## config.mk

```make
export PLATFORM = sky130hd
export DESIGN_NAME = switch_debouncer_flat
export DESIGN_NICKNAME = d
export VERILOG_FILES = /design/src/rtl/switch_debouncer_if.sv /design/src/rtl/switch_debouncer.sv /design/src/flat_wrapper.sv
export SDC_FILE = /design/constraint.sdc
export NUM_CORES = 1
export LEC_CHECK = 0
export ABC_CLOCK_PERIOD_IN_PS = 5600
export BUFFER_PORTS_ARGS = -buffer_cell sky130_fd_sc_hd__buf_4
export CORE_MARGIN = 2
export CORE_UTILIZATION = 52
export DETAILED_ROUTE_END_ITERATION = 10
export PLACE_DENSITY = 0.74
export RECOVER_POWER = 100
export SYNTH_ARGS = -nofsm -noshare
export SYNTH_HDL_FRONTEND = slang
export SYNTH_SLANG_ARGS = --single-unit
```

## constraint.sdc

```tcl
create_clock -name clk -period 5.6 [get_ports clk]
set_clock_uncertainty 0.2 [all_clocks]
set_input_delay 0.28 -clock clk [delete_from_list [all_inputs] [get_ports clk]]
set_output_delay 0.28 -clock clk [all_outputs]
set_load 0.02 [all_outputs]
```

## src/rtl/switch_debouncer_if.sv

```systemverilog
// Switch conditioning bus: raw switch levels in, debounced level, edge pulses and sticky change flag out.
interface switch_debouncer_if #(
    parameter int unsigned WIDTH = 8
);
    logic [WIDTH-1:0] sw_in;
    logic             clr_change;
    logic [WIDTH-1:0] sw_db;
    logic [WIDTH-1:0] sw_rise;
    logic [WIDTH-1:0] sw_fall;
    logic             change_flag;

    modport master (
        output sw_in,
        output clr_change,
        input  sw_db,
        input  sw_rise,
        input  sw_fall,
        input  change_flag
    );

    modport slave (
        input  sw_in,
        input  clr_change,
        output sw_db,
        output sw_rise,
        output sw_fall,
        output change_flag
    );
endinterface

```

## src/rtl/switch_debouncer.sv

```systemverilog
// Per-bit 2-flop synchroniser plus stable-count debounce; emits clean levels,
// one-cycle rise/fall pulses and a sticky change flag for firmware.
module switch_debouncer #(
    parameter int unsigned      WIDTH           = 8,
    parameter int unsigned      DEBOUNCE_COUNTS = 500_000,
    parameter int unsigned      CNT_WIDTH       = 20,
    parameter logic [WIDTH-1:0] RESET_VALUE     = '0
) (
    input logic               clk,
    input logic               rst,
    switch_debouncer_if.slave bus
);

    localparam logic [CNT_WIDTH-1:0] CNT_LAST = CNT_WIDTH'(DEBOUNCE_COUNTS - 1);

    typedef enum logic {
        STABLE  = 1'b0,
        PENDING = 1'b1
    } bit_state_e;

    logic [WIDTH-1:0]     sync1_q;
    logic [WIDTH-1:0]     sync2_q;
    logic [WIDTH-1:0]     db_q;
    logic [WIDTH-1:0]     db_d;
    logic [WIDTH-1:0]     rise_q;
    logic [WIDTH-1:0]     rise_d;
    logic [WIDTH-1:0]     fall_q;
    logic [WIDTH-1:0]     fall_d;
    logic [CNT_WIDTH-1:0] cnt_q [WIDTH];
    logic [CNT_WIDTH-1:0] cnt_d [WIDTH];
    logic                 flag_q;
    logic                 flag_d;
    bit_state_e           state [WIDTH];

    // State registers; the synchroniser pair has nothing between its flops.
    always_ff @(posedge clk or negedge rst) begin
        if (!rst) begin
            sync1_q <= RESET_VALUE;
            sync2_q <= RESET_VALUE;
            db_q    <= RESET_VALUE;
            rise_q  <= '0;
            fall_q  <= '0;
            flag_q  <= 1'b0;
            for (int i = 0; i < int'(WIDTH); i++) begin
                cnt_q[i] <= '0;
            end
        end else begin
            sync1_q <= bus.sw_in;
            sync2_q <= sync1_q;
            db_q    <= db_d;
            rise_q  <= rise_d;
            fall_q  <= fall_d;
            flag_q  <= flag_d;
            for (int i = 0; i < int'(WIDTH); i++) begin
                cnt_q[i] <= cnt_d[i];
            end
        end
    end

    // Per-bit STABLE/PENDING decision; a bit is pending while sync2 disagrees with the accepted level.
    always_comb begin
        db_d   = db_q;
        rise_d = '0;
        fall_d = '0;
        flag_d = flag_q;
        for (int i = 0; i < int'(WIDTH); i++) begin
            state[i] = STABLE;
            cnt_d[i] = '0;
        end

        for (int i = 0; i < int'(WIDTH); i++) begin
            state[i] = (sync2_q[i] != db_q[i]) ? PENDING : STABLE;
            case (state[i])
                STABLE: begin
                    cnt_d[i] = '0;
                end
                PENDING: begin
                    if (cnt_q[i] == CNT_LAST) begin
                        db_d[i]   = sync2_q[i];
                        rise_d[i] = sync2_q[i];
                        fall_d[i] = ~sync2_q[i];
                        cnt_d[i]  = '0;
                    end else begin
                        cnt_d[i] = cnt_q[i] + CNT_WIDTH'(1);
                    end
                end
                default: begin
                    cnt_d[i] = '0;
                end
            endcase
        end

        // A fresh event outranks a simultaneous firmware clear.
        if (|(rise_d | fall_d)) begin
            flag_d = 1'b1;
        end else if (bus.clr_change) begin
            flag_d = 1'b0;
        end
    end

    assign bus.sw_db       = db_q;
    assign bus.sw_rise     = rise_q;
    assign bus.sw_fall     = fall_q;
    assign bus.change_flag = flag_q;

endmodule

```

## src/flat_wrapper.sv

```systemverilog
// flat-port wrapper written by rule: the top's interface ports become plain ports
module switch_debouncer_flat 
#(
    parameter int unsigned      WIDTH           = 8,
    parameter int unsigned      DEBOUNCE_COUNTS = 500_000,
    parameter int unsigned      CNT_WIDTH       = 20,
    parameter logic [WIDTH-1:0] RESET_VALUE     = '0
)
  (clk, rst, bus_sw_in, bus_clr_change, bus_sw_db, bus_sw_rise, bus_sw_fall, bus_change_flag);
  switch_debouncer_if #(.WIDTH(WIDTH)) bus_i ();
  input logic clk;
  input logic rst;
  input wire logic [$bits(bus_i.sw_in)-1:0] bus_sw_in;
  input wire logic [$bits(bus_i.clr_change)-1:0] bus_clr_change;
  output wire logic [$bits(bus_i.sw_db)-1:0] bus_sw_db;
  output wire logic [$bits(bus_i.sw_rise)-1:0] bus_sw_rise;
  output wire logic [$bits(bus_i.sw_fall)-1:0] bus_sw_fall;
  output wire logic [$bits(bus_i.change_flag)-1:0] bus_change_flag;
  assign bus_i.sw_in = bus_sw_in;
  assign bus_i.clr_change = bus_clr_change;
  assign bus_sw_db = bus_i.sw_db;
  assign bus_sw_rise = bus_i.sw_rise;
  assign bus_sw_fall = bus_i.sw_fall;
  assign bus_change_flag = bus_i.change_flag;
  switch_debouncer #(.WIDTH(WIDTH), .DEBOUNCE_COUNTS(DEBOUNCE_COUNTS), .CNT_WIDTH(CNT_WIDTH), .RESET_VALUE(RESET_VALUE)) u_core (.clk(clk), .rst(rst), .bus(bus_i));
endmodule
```

==> flow_metrics.env <==
export IMPL_outcome="finished with violations"
export IMPL_violations="capacitance limit, slew limit"
export IMPL_cts_resized=0
export IMPL_netlist_area_um2=9080
export IMPL_synth_simple_area_share_pct=25.2
export IMPL_drc=0
export IMPL_synth_xor_xnor_area_share_pct=14.9
export IMPL_required_ns=5.98
export IMPL_hold_path_class="reg -> reg"
export IMPL_ys_seq_area_share_pct=55.4
export IMPL_power_density_nw_per_um2=297
export IMPL_p_leak_uw=0.00443
export IMPL_cts_root_buf="clkbuf_16"
export IMPL_antenna_cells=0
export IMPL_grt_pass1_vias=5886
export IMPL_clk_pin_slew_ns=0.06
export IMPL_drt_first_pass_iters=4
export IMPL_synth_top_family_by_area="simple AND/OR/NAND/NOR gates"
export IMPL_cts_num_sinks=201
export IMPL_synth_most_common_cell="dfrtp_1"
export IMPL_drt_iter0_markers=276
export IMPL_wl_per_cell_um=13.7
export IMPL_utilization_pct=59.6
export IMPL_die_y_um=136
export IMPL_arrival_ns=3.47
export IMPL_numPortBuffers=35
export IMPL_crit_chain="dlygate4sd3_1, clkbuf_2, buf_4"
export IMPL_antenna_left=0
export IMPL_syn_area_per_cell_um2=10.5
export IMPL_cp_end_kind="async pin"
export IMPL_clkLatencyLatePin_ns=0.49
export IMPL_vias_per_cell=5.24
export IMPL_die_area_um2=18500
export IMPL_grt_max_degree=115
export IMPL_synth_nets=887
export IMPL_fin_area_um2=10200
export IMPL_track_usage_pct=17.8
export IMPL_cp_slowest_cell="clkbuf_2"
export IMPL_synth_mux_area_share_pct=0.992
export IMPL_place_gp_congestion=0.811
export IMPL_tns_ns=0
export IMPL_place_area_um2=9520
export IMPL_period_needed_ns=3.09
export IMPL_fin_crit_sh_pct=55.1
export IMPL_post_cts_setup_buffers=0
export IMPL_synth_compound_area_share_pct=0.386
export IMPL_vias=6034
export IMPL_max_slew_margin_rel_pct=-81.1
export IMPL_core_um2=17200
export IMPL_rows=48
export IMPL_setup_viol=0
export IMPL_critical_path_max_fanout=114
export IMPL_synth_seq_cells=201
export IMPL_cts_tree="yes"
export IMPL_pin_count=36
export IMPL_path_class="in -> async"
export IMPL_cts_made_buffers=21
export IMPL_synth_common_cells="dfrtp_1 (201), nor2_1 (183), xor2_1 (90), xnor2_1 (65), nand3_1 (55)"
export IMPL_crit_path_start_kind="input pin"
export IMPL_grt_pass1_wl_mm=27.2
export IMPL_h_tree_depth=1
export IMPL_ir_drop_uv=255
export IMPL_ys_async_sr_fraction_pct=100
export IMPL_overflow=0
export IMPL_drv_slew=115
export IMPL_synth_top_area_share_pct=55.4
export IMPL_nNetsFinal=930
export IMPL_start_util_pct=52.9
export IMPL_critical_path_top_delay_family="buffers and inverters"
export IMPL_synth_warnings=0
export IMPL_timing_fmax_mhz=324
export IMPL_drv_cap=1
export IMPL_synthAdderAreaFrac_pct=1.10
export IMPL_wl_mm=15.8
export IMPL_n_fill_cell=1508
export IMPL_synth_cell_types=35
export IMPL_worstMarginPinSlew_ns=2.72
export IMPL_synth_ff_type="dfrtp_1"
export IMPL_syn2layout_area_growth_pct=12.6
export IMPL_antenna_found_initial=0
export IMPL_die_x_um=136
export IMPL_clockBufferDepth=3
export IMPL_netlist_instances=868
export IMPL_max_stage_delay_ns=1.87
export IMPL_yosysTopAreaCell="dfrtp_1"
export IMPL_synth_edf_count=0
export IMPL_synth_area_leaders="dfrtp_1 (55%), xor2_1 (8.7%), nor2_1 (7.6%)"
export IMPL_rsz0062_at_grt="no"
export IMPL_crit_buf_inv=3
export IMPL_timing_final_hold_violations=0
export IMPL_dp_hpwl_mm=10.3
export IMPL_hold_buffers=9
export IMPL_drive_gt1_share_pct=6.59
-- cell usage in the layout (no fill, tap or decap), types with 6 or more instances in the layout --
master / count
dfrtp_1: 201
nor2_1: 183
xor2_1: 90
xnor2_1: 65
nand3_1: 55
nand2_1: 47
nand4_1: 46
and3_1: 29
clkbuf_1: 28
clkbuf_16: 21
nor3_1: 19
nor3b_1: 16
inv_1: 14
and4_1: 14
nor4b_1: 10
nor4_1: 9
dlygate4sd3_1: 9
mux2_2: 8
ha_1: 8
clkbuf_4: 7
clkbuf_8: 6
-- sequential cells by signal, summed over array words and instances (netlist names) --
register / cells
u_core.bus.change_flag: 1
u_core.bus.sw_db: 8
u_core.bus.sw_fall: 8
u_core.sync2_q: 8
u_core.cnt_q: 160
u_core.sync1_q: 8
u_core.bus.sw_rise: 8
-- final timing paths --
| check | startpoint | end | slack (ns) | cells after the start |
|---|---|---|---|---|
| hold / removal | u_core.sync1_q[3]$_DFF_PN0_ | u_core.sync2_q[3]$_DFF_PN0_ | 0.15 | 0 |
| hold reg to reg | u_core.sync1_q[3]$_DFF_PN0_ | u_core.sync2_q[3]$_DFF_PN0_ | 0.15 | 0 |
| min in group asynchronous | rst | u_core.bus.sw_rise[3]$_DFF_PN0_ | 0.95 | 2 |
| max in group clk | u_core.cnt_q[100]$_DFF_PN0_ | u_core.cnt_q[104]$_DFF_PN0_ | 3.07 | 6 |
| setup / recovery | rst | u_core.cnt_q[117]$_DFF_PN0_ | 2.51 | 3 |
| setup reg to reg | u_core.cnt_q[100]$_DFF_PN0_ | u_core.cnt_q[104]$_DFF_PN0_ | 3.07 | 6 |
-- cell families (layout without fill, tap and decap cells) --
logic type,after synthesis,after routing
AO/OA/AOI/OAI,4,4
XOR/XNOR,155,155
adder cells (fa/ha/maj),8,8
buffers and inverters,40,98
flip-flops,201,201
multiplexers,8,8
AND/OR/NAND/NOR,452,452
-- per-layer routing --
metal	vias to the layer above	track usage, %	share of wire [%]
li1	3022	-	-
met1	2916	25.0	47
met2	79	29.1	48
met3	17	3.06	4.1
met4	0	4.63	1.4
met5	-	0	0
-- cell type report --
type / count / area [um2] / share of cell area, %
clock buffer: 29 / 616 / 6.02
clock inverter: 9 / 126 / 1.24
inverter: 14 / 52.6 / 0.514
multi-input combinational: 627 / 3860 / 37.7
sequential: 201 / 5030 / 49.2
tap: 225 / 282 / 2.75
timing repair buffer: 46 / 268 / 2.62
-- metrics by stage --
step	cells	power [uW]	hold WS, ns	setup slack, ns
after detailed placement	1104	1600	0.135	3.30
after global routing	1151	3140	0.158	1.85
final	1151	3030	0.147	2.51
after floorplan	868	1550	-0.216	3.50
after CTS	1151	3070	0.148	3.28
after global placement	1104	1600	0.135	3.39
-- power breakdown --
part,leakage [uW],switching (uW),internal (uW),total [uW]
Clock,0.000367,554,908,1460
Combinational,0.00131,57.1,25.4,82.5
Sequential,0.00275,18.1,1470,1490
Total,0.00443,629,2410,3030
Power figures use the tool's default switching activity.
